File: src/rtl/core_lsu.sv
// core_lsu: byte/half/word loads and stores onto a word-aligned data bus; CORE_LSU_TIMEOUT_EN adds an ack timeout.
// Latency: DONE two cycles after REQ with a zero-wait MEM_ACK; rejected accesses report DONE+ERR one cycle after REQ.
// Backpressure: REQ is ignored while BUSY; the bus request is held stable until MEM_ACK (or timeout).
module core_lsu #(
   parameter int TIMEOUT_CYCLES = 256
) (
   input  logic        CLK,
   input  logic        RST,
   input  logic        REQ,
   input  logic        WE,
   input  logic [2:0]  FUNCT3,
   input  logic [31:0] ADDR,
   input  logic [31:0] WDATA,
   output logic        BUSY,
   output logic        DONE,
   output logic        ERR,
   output logic [31:0] RDATA,
   output logic        MEM_REQ,
   output logic        MEM_WE,
   output logic [31:0] MEM_ADDR,
   output logic [3:0]  MEM_BE,
   output logic [31:0] MEM_WDATA,
   input  logic        MEM_ACK,
   input  logic [31:0] MEM_RDATA
);

   typedef enum logic [1:0] {IDLE = 2'd0, ACCESS = 2'd1, RESP = 2'd2} state_t;

   state_t      state, state_nxt;
   logic        we_q, err_q;
   logic [2:0]  funct3_q;
   logic [31:0] addr_q, wdata_q, rdata_q;
   logic        legal, misal, in_access, accept, req_ok, req_bad, tmo_hit;
   logic [31:0] ld_shift, ld_ext, wd_lanes;
   logic [3:0]  be_w;

   always_comb begin
      legal = 1'b0;
      misal = 1'b0;
      case (FUNCT3)
         3'd0, 3'd1, 3'd2: legal = 1'b1;
         3'd4, 3'd5:       legal = !WE;
         default:          legal = 1'b0;
      endcase
      case (FUNCT3)
         3'd1, 3'd5: misal = ADDR[0];
         3'd2:       misal = |ADDR[1:0];
         default:    misal = 1'b0;
      endcase
   end

   assign in_access = (state == ACCESS);
   assign accept    = REQ && !in_access;
   assign req_ok    = accept && legal && !misal;
   assign req_bad   = accept && !(legal && !misal);

`ifdef CORE_LSU_TIMEOUT_EN
   localparam int CNT_W = ($clog2(TIMEOUT_CYCLES + 1) > 8) ? $clog2(TIMEOUT_CYCLES + 1) : 8;
   logic [CNT_W-1:0] tmo_cnt;

   always_ff @(posedge CLK) begin
      if (RST)
         tmo_cnt <= '0;
      else if (req_ok)
         tmo_cnt <= '0;
      else if (in_access && !MEM_ACK)
         tmo_cnt <= tmo_cnt + CNT_W'(1);
   end

   // An ack arriving in the expiry cycle still completes normally.
   assign tmo_hit = in_access && !MEM_ACK && (tmo_cnt == CNT_W'(TIMEOUT_CYCLES - 1));
`else
   logic tmo_unused;
   assign tmo_unused = (TIMEOUT_CYCLES != 0);
   assign tmo_hit    = 1'b0;
`endif

   always_comb begin
      state_nxt = state;
      case (state)
         ACCESS: if (MEM_ACK || tmo_hit) state_nxt = RESP;
         default: begin
            if (req_ok)       state_nxt = ACCESS;
            else if (req_bad) state_nxt = RESP;
            else              state_nxt = IDLE;
         end
      endcase
   end

   always_comb begin
      ld_shift = MEM_RDATA >> {addr_q[1:0], 3'b000};
      ld_ext   = ld_shift;
      case (funct3_q)
         3'd0:    ld_ext = {{24{ld_shift[7]}}, ld_shift[7:0]};
         3'd1:    ld_ext = {{16{ld_shift[15]}}, ld_shift[15:0]};
         3'd4:    ld_ext = {24'b0, ld_shift[7:0]};
         3'd5:    ld_ext = {16'b0, ld_shift[15:0]};
         default: ld_ext = ld_shift;
      endcase
      be_w     = 4'b1111;
      wd_lanes = wdata_q;
      case (funct3_q[1:0])
         2'd0: begin
            be_w     = 4'b0001 << addr_q[1:0];
            wd_lanes = {4{wdata_q[7:0]}};
         end
         2'd1: begin
            be_w     = 4'b0011 << {addr_q[1], 1'b0};
            wd_lanes = {2{wdata_q[15:0]}};
         end
         default: ;
      endcase
   end

   always_ff @(posedge CLK) begin
      if (RST) begin
         state    <= IDLE;
         we_q     <= 1'b0;
         funct3_q <= 3'd0;
         addr_q   <= '0;
         wdata_q  <= '0;
         rdata_q  <= '0;
         err_q    <= 1'b0;
      end else begin
         state <= state_nxt;
         if (req_ok) begin
            we_q     <= WE;
            funct3_q <= FUNCT3;
            addr_q   <= ADDR;
            wdata_q  <= WDATA;
         end
         if (req_bad) begin
            err_q   <= 1'b1;
            rdata_q <= '0;
         end else if (in_access && MEM_ACK) begin
            err_q   <= 1'b0;
            rdata_q <= we_q ? '0 : ld_ext;
         end else if (tmo_hit) begin
            err_q   <= 1'b1;
            rdata_q <= '0;
         end
      end
   end

   assign BUSY      = in_access;
   assign DONE      = (state == RESP);
   assign ERR       = DONE && err_q;
   assign RDATA     = rdata_q;
   assign MEM_REQ   = in_access;
   assign MEM_WE    = in_access && we_q;
   assign MEM_ADDR  = in_access ? {addr_q[31:2], 2'b00} : '0;
   assign MEM_BE    = in_access ? be_w : '0;
   assign MEM_WDATA = in_access ? wd_lanes : '0;

endmodule

File: config.mk
export PLATFORM = sky130hd
export DESIGN_NAME = core_lsu
export DESIGN_NICKNAME = d
export VERILOG_FILES = /design/src/rtl/core_lsu.sv
export SDC_FILE = /design/constraint.sdc
export NUM_CORES = 1
export LEC_CHECK = 0
export ABC_AREA = 1
export BUFFER_PORTS_ARGS = -buffer_cell sky130_fd_sc_hd__buf_2
export CAP_MARGIN = 20
export CORE_MARGIN = 2
export CORE_UTILIZATION = 50
export CTS_BUF_LIST = sky130_fd_sc_hd__clkbuf_2
export DETAILED_ROUTE_END_ITERATION = 7
export GPL_ROUTABILITY_DRIVEN = 0
export PLACE_DENSITY_LB_ADDON = 0.2
export REMOVE_ABC_BUFFERS = 1
export SLEW_MARGIN = 20
export SYNTH_ARGS = -nofsm -noshare
export SYNTH_HDL_FRONTEND = slang
export SYNTH_SLANG_ARGS = --single-unit
File: constraint.sdc
create_clock -name CLK -period 1.8 [get_ports CLK]
set_clock_uncertainty 0.1 [all_clocks]
set_input_delay 0.09 -clock CLK [delete_from_list [all_inputs] [get_ports CLK]]
set_output_delay 0.09 -clock CLK [all_outputs]
set_load 0.005 [all_outputs]
==> results.yml, run 1 <==
yosys:
  yosysSeqAreaShare: 0.396
  synthAdderAreaFrac: 0
  yosys.area_share.simple: 0.330
  avgSynthCellArea_sq_um: 6.55
  synthCells: 794
  synth-xor-area-share: 0
  ys.flop_type: "dfxtp_1"
  yosys.cell_types.count: 28
  synth_mux_area_frac: 0
  syn_area_sq_um: 5200
  synth_top_family_by_area: "simple AND/OR/NAND/NOR gates"
  synth_warnings: 0
  synth-edff-count: 0
  synth-seq-cells: 103
  synth_compound_area_frac: 0.165
  synthArstFlopShare: 0
global_routing:
  antenna_found_initial: 0
  grt_pass1_vias: 6030
  grt_start_max_net_pins: 37
  overflow: 0
  grt_pass1_wl_mm: 28.6
  grt.total_usage: 0.312
floorplanning:
  num_rows: 37
  fp.dieArea_sq_um: 11200
  coreArea_sq_um: 10200
  initial_utilization: 0.509
  io_pins: 209
  die-width_um: 106
  fp.dieH_um: 106
sta:
  setup-tns-final_ps: -4010
  worst_slack_ps: -110
  fmax_ghz: 0.523
  period_share: 1.06
  min_period_ps: 1910
  rsz0062_at_grt: "yes"
  whs_ps: 201
  setup_viol: 61
  drv_slew: 0
  hold_viol: 0
route:
  wire_per_inst_um: 15.1
  vias: 6570
  drt_first_pass_iters: 5
  drc: 0
  drt_wl_total_mm: 18.7
  antenna_left: 0
  viasPerCell: 5.29
  drtIter0Drc: 575
cells_and_area:
  layout_common_cells: "nand2_1 (226), buf_2 (205), a21oi_1 (119)"
  fill_cells: 743
  final_nets: 1204
  area_delta_synth_final_pct: 55.0
  drive_above_1_share: 0.306
  antenna_cells: 0
  final_common_cell: "nand2_1"
  fin_util: 0.789
min_path:
  whs_path_depth: 4
  hold_end: "addr_q[18]$_SDFFE_PP0N_"
  hold_class: "in -> reg"
  min_from: "ADDR[18]"
setup_path:
  cpMaxStageDelayCell: "dfxtp_2"
  r2r_cells: 7
  r2r-end: "RDATA[6]$_SDFFE_PP0P_"
  cp.required_ps: 1610
  cp_num_buf_inv: 3
  end_kind: "output pin"
  crit_fanout: 16
  crit_chain: "nor2_4 -> inv_2 -> bufbuf_16 -> nor2_1 -> buf_2"
  r2r_slack_ps: 60
  cp_top_family: "buffers and inverters"
  worst_ep_arrival_time_ps: 1720
  slowest_delay_ps: 410
  start_kind: "register"
  criticalPathCategory: "reg -> out"
  r2r_start: "addr_q[0]$_SDFFE_PP0N_"
job:
  maxCapViolCount: 0
clock_tree:
  clkLatencyLatePin_ps: 550
  htreeDepth: 3
  clk_pin_slew_ps: 290
  clockBufferDepth: 2
  cts_made_buffers: 9
  cts_tree: "yes"
  clock_sinks: 103
  root_buffer: "clkbuf_2"
status:
  violations: "setup timing"
  status: "complete, but fails checks"
power:
  powerDensity_nw_per_um2: 569
  vdd_ir_drop_max_v: 0.000538
  p_leak_nw: 3.61
placed_design:
  pre_cts_ws_ps: 216
  dpl.hpwl_mm: 10.6
  port_buffers: 206
[how the worst max path moves through the flow]
| stage | slack (ps) | end | cells after the start | start |
|---|---|---|---|---|
| floorplan | -620 | RDATA[0]$_SDFFE_PP0P_ | 7 | state[1]$_SDFFE_PP0P_ |
| global placement | 280 | RDATA[19]$_SDFFE_PP0P_ | 7 | addr_q[0]$_SDFFE_PP0N_ |
| detailed placement | 220 | RDATA[16]$_SDFFE_PP0P_ | 7 | addr_q[0]$_SDFFE_PP0N_ |
| CTS | -150 | MEM_WE | 6 | state[0]$_SDFFE_PP0P_ |
| global route | -240 | MEM_ADDR[22] | 6 | state[0]$_SDFFE_PP0P_ |
| finish | -110 | MEM_ADDR[22] | 5 | state[1]$_SDFFE_PP0P_ |
[registers in the layout, summed over array words and instances (netlist names)]
register	count
addr_q	32
funct3_q	3
RDATA	32
err_q	1
wdata_q	32
we_q	1
state	2
[logic make-up after synthesis]
kind of cell,after synthesis
buffers and inverters,123
AO/OA/AOI/OAI,166
AND/OR/NAND/NOR,401
other,1
flip-flops,103
[power breakdown]
part	total [mW]	switching (mW)	internal (mW)
registers	2.43	0.0554	2.37
logic	1.16	0.613	0.547
clock network	1.00	0.794	0.206
[worst min-delay path, cell delays in order]
cell and delay, ps:
dlygate4sd3_1 530, buf_2 120, nand3_1 70, a21oi_1 60
[final cells by class]
cell class	instances	area (sq um)	share of cell area
Clock inverter	5	41.3	0.00512
Timing Repair Buffer	358	2700	0.334
Tap cell	136	170	0.0211
Sequential cell	103	2070	0.257
Inverter	59	239	0.0296
Clock buffer	11	55.1	0.00682
Multi-Input combinational cell	569	2790	0.346
[per-layer routing]
metal | vias up | wire length, um | global-route usage
li1 | 3180 | - | -
met1 | 2983 | 7160 | 0.361
met2 | 363 | 9500 | 0.561
met3 | 44 | 1610 | 0.0705
met4 | 0 | 468 | 0.117
met5 | - | 0 | 0
[cells in the mapped netlist, types with 2 or more instances]
cell type	instances	area [sq um]
a21oi_1	124	621
nand3_4	3	52.6
buf_2	25	125
inv_2	3	11.3
nand3_1	95	475
nand2_1	226	848
clkbuf_1	22	82.6
o211ai_1	7	52.6
buf_1	6	22.5
o22ai_1	8	50.1
o21ai_0	27	135
nand2_2	2	12.5
buf_6	5	56.3
nand2_4	3	33.8
buf_4	6	45.0
dfxtp_1	103	2060
nor2_1	64	240
nor3_1	3	15.0
inv_1	53	199
[per-stage QoR]
stage | area [sq um] | instances | total power [mW]
CTS | 7750 | 1229 | 4.50
floorplan | 4880 | 731 | 2.88
global placement | 6330 | 1098 | 3.25
detailed placement | 6330 | 1098 | 3.26
global route | 8070 | 1241 | 4.80
finish | 8070 | 1241 | 4.59
[what timing repair did]
action                                 4_1_cts  5_1_grt
gates resized for setup                     59       53
setup endpoints to repair                   67      102
buffers inserted                             5       11
endpoints found under the hold margin      103        0
pin swaps                                    1       10
gates cloned                                 2        2
hold buffers                               108        0
Power figures use the tool's default switching activity.
==> inputs of run 2 (changes only) <==
SKIP_LAST_GASP = 1   (was unset)
==> run 2 against run 1 <==
Against the previous run:
- the run still ends with setup timing left
- via count fell by 0.23%
- non-clock buffer count fell by 1
- design area fell by 1.2%
- die area did not move
- final cell count barely moved
- register-to-register slack barely moved
- wire length fell by 0.18%
- sequential power barely moved
- global-route usage barely moved
- highest routed layer unchanged
- core utilization fell by 0.98 points
- sequential share of layout area rose by 0.32 points
==> results.yml, run 2 (synthesized netlist as in run 1, its figures left out) <==
status:
  status: "complete, but fails checks"
  violations: "setup timing"
route:
  drtIter0Drc: 547
  vias: 6555
  antenna_left: 0
  drc: 0
  viasPerCell: 5.29
  drt_wl_total_mm: 18.7
  drt_first_pass_iters: 5
  wire_per_inst_um: 15.1
sta:
  drv_slew: 0
  min_period_ps: 1920
  rsz0062_at_grt: "yes"
  worst_slack_ps: -122
  hold_viol: 0
  period_share: 1.07
  fmax_ghz: 0.520
  setup_viol: 64
clock_tree:
  cts_made_buffers: 9
  clock_sinks: 103
  clk_pin_slew_ps: 310
  htreeDepth: 3
  root_buffer: "clkbuf_2"
  clkLatencyLatePin_ps: 550
  clockBufferDepth: 2
  cts_tree: "yes"
setup_path:
  cp_top_family: "buffers and inverters"
  crit_fanout: 8
  r2r_slack_ps: 60
  cpMaxStageDelayCell: "dfxtp_2"
  crit_chain: "nor2_4 -> inv_2 -> bufbuf_16 -> nor2_2 -> buf_2"
  r2r_start: "addr_q[0]$_SDFFE_PP0N_"
  path_depth: 5
  r2r-end: "RDATA[6]$_SDFFE_PP0P_"
  cp.required_ps: 1610
  end_kind: "output pin"
  worst_ep_arrival_time_ps: 1730
  cp_num_buf_inv: 3
  r2r_cells: 7
  start_kind: "register"
  criticalPathCategory: "reg -> out"
  slowest_delay_ps: 410
power:
  vdd_ir_drop_max_v: 0.000545
  report.power.total_mw: 4.57
  powerDensity_nw_per_um2: 574
  p_leak_nw: 3.59
global_routing:
  grt_pass1_vias: 6033
  antenna_found_initial: 0
  grt_pass1_wl_mm: 28.6
  grt_start_max_net_pins: 37
  grt.total_usage: 0.312
  overflow: 0
placed_design:
  dpl.hpwl_mm: 10.6
  placed_area_sq_um: 6330
  port_buffers: 206
min_path:
  whs_path_depth: 4
  min_from: "ADDR[18]"
  hold_class: "in -> reg"
  hold_end: "addr_q[18]$_SDFFE_PP0N_"
cells_and_area:
  final_nets: 1203
  final_common_cell: "nand2_1"
  fill_cells: 764
  drive_above_1_share: 0.294
  area_delta_synth_final_pct: 53.1
  fin_util: 0.779
  layout_common_cells: "nand2_1 (226), buf_2 (206), a21oi_1 (121)"
  antenna_cells: 0
  post-route-cell-area_sq_um: 7970
floorplanning:
  initial_utilization: 0.509
  coreArea_sq_um: 10200
  io_pins: 209
  num_rows: 37
  die-width_um: 106
  fp.dieH_um: 106
  fp.dieArea_sq_um: 11200
job:
  maxCapViolCount: 0
## run 2: changes by cell type in the layout (fill, tap and decap cells not counted), moves of 2 or more
cell,previous run,this run
a21oi_1,119,121
a21oi_2,4,2
nor2_1,32,41
nor2_2,25,20
nor2_4,9,5
o21ai_0,9,18
o21ai_1,14,6
o21ai_2,4,2
## run 2: cell type report
class,count,area [sq um],share of cell area
Timing Repair Buffer,357,2650,0.332
Sequential cell,103,2070,0.260
Tap cell,136,170,0.0214
Clock buffer,11,55.1,0.00691
Clock inverter,5,41.3,0.00518
Inverter,59,236,0.0297
Multi-Input combinational cell,569,2740,0.344
## run 2: worst max path at each step
stage | startpoint | endpoint | slack [ps]
after floorplan | state[1]$_SDFFE_PP0P_ | RDATA[0]$_SDFFE_PP0P_ | -620
after global placement | addr_q[0]$_SDFFE_PP0N_ | RDATA[19]$_SDFFE_PP0P_ | 280
after detailed placement | addr_q[0]$_SDFFE_PP0N_ | RDATA[16]$_SDFFE_PP0P_ | 220
after CTS | state[0]$_SDFFE_PP0P_ | MEM_WE | -150
after global routing | state[0]$_SDFFE_PP0P_ | MEM_ADDR[22] | -240
final | state[1]$_SDFFE_PP0P_ | MEM_WDATA[1] | -120
## run 2: tightest hold or removal path: stages
cell	delay, ps
dlygate4sd3_1	530
buf_2	120
nand3_1	70
a21oi_1	60
## run 2: metal layers
metal	part of all wire	routed length (um)	vias to the layer above	GRT usage
met1	0.38	7180	2992	0.357
li1	-	-	3171	-
met3	0.082	1540	59	0.0705
met4	0.032	605	0	0.136
met2	0.50	9390	333	0.557
met5	0	0	-	0
## run 2: where the power goes
group	internal (mW)	switching (mW)	total (mW)
registers	2.37	0.0546	2.43
clock network	0.206	0.803	1.01
logic	0.531	0.605	1.14
## run 2: per-stage QoR
step | worst slack [ps] | hold slack, ps | setup TNS, ps | std cells
6_report | -122 | 193 | -4610 | 1240
5_1_grt | -244 | 147 | -11800 | 1240
4_1_cts | -148 | 143 | -7600 | 1229
3_5_place_dp | 216 | 269 | 0 | 1098
3_3_place_gp | 277 | 267 | 0 | 1098
2_1_floorplan | -617 | 59.1 | -47530 | 731
## run 2: repair_timing
item,in CTS,in global routing
cloned,2,1
endpoints found under the setup margin,67,101
endpoints found under the hold margin,103,0
gates resized for setup,33,53
pin swaps,1,6
hold buffers,108,0
setup buffers,5,11
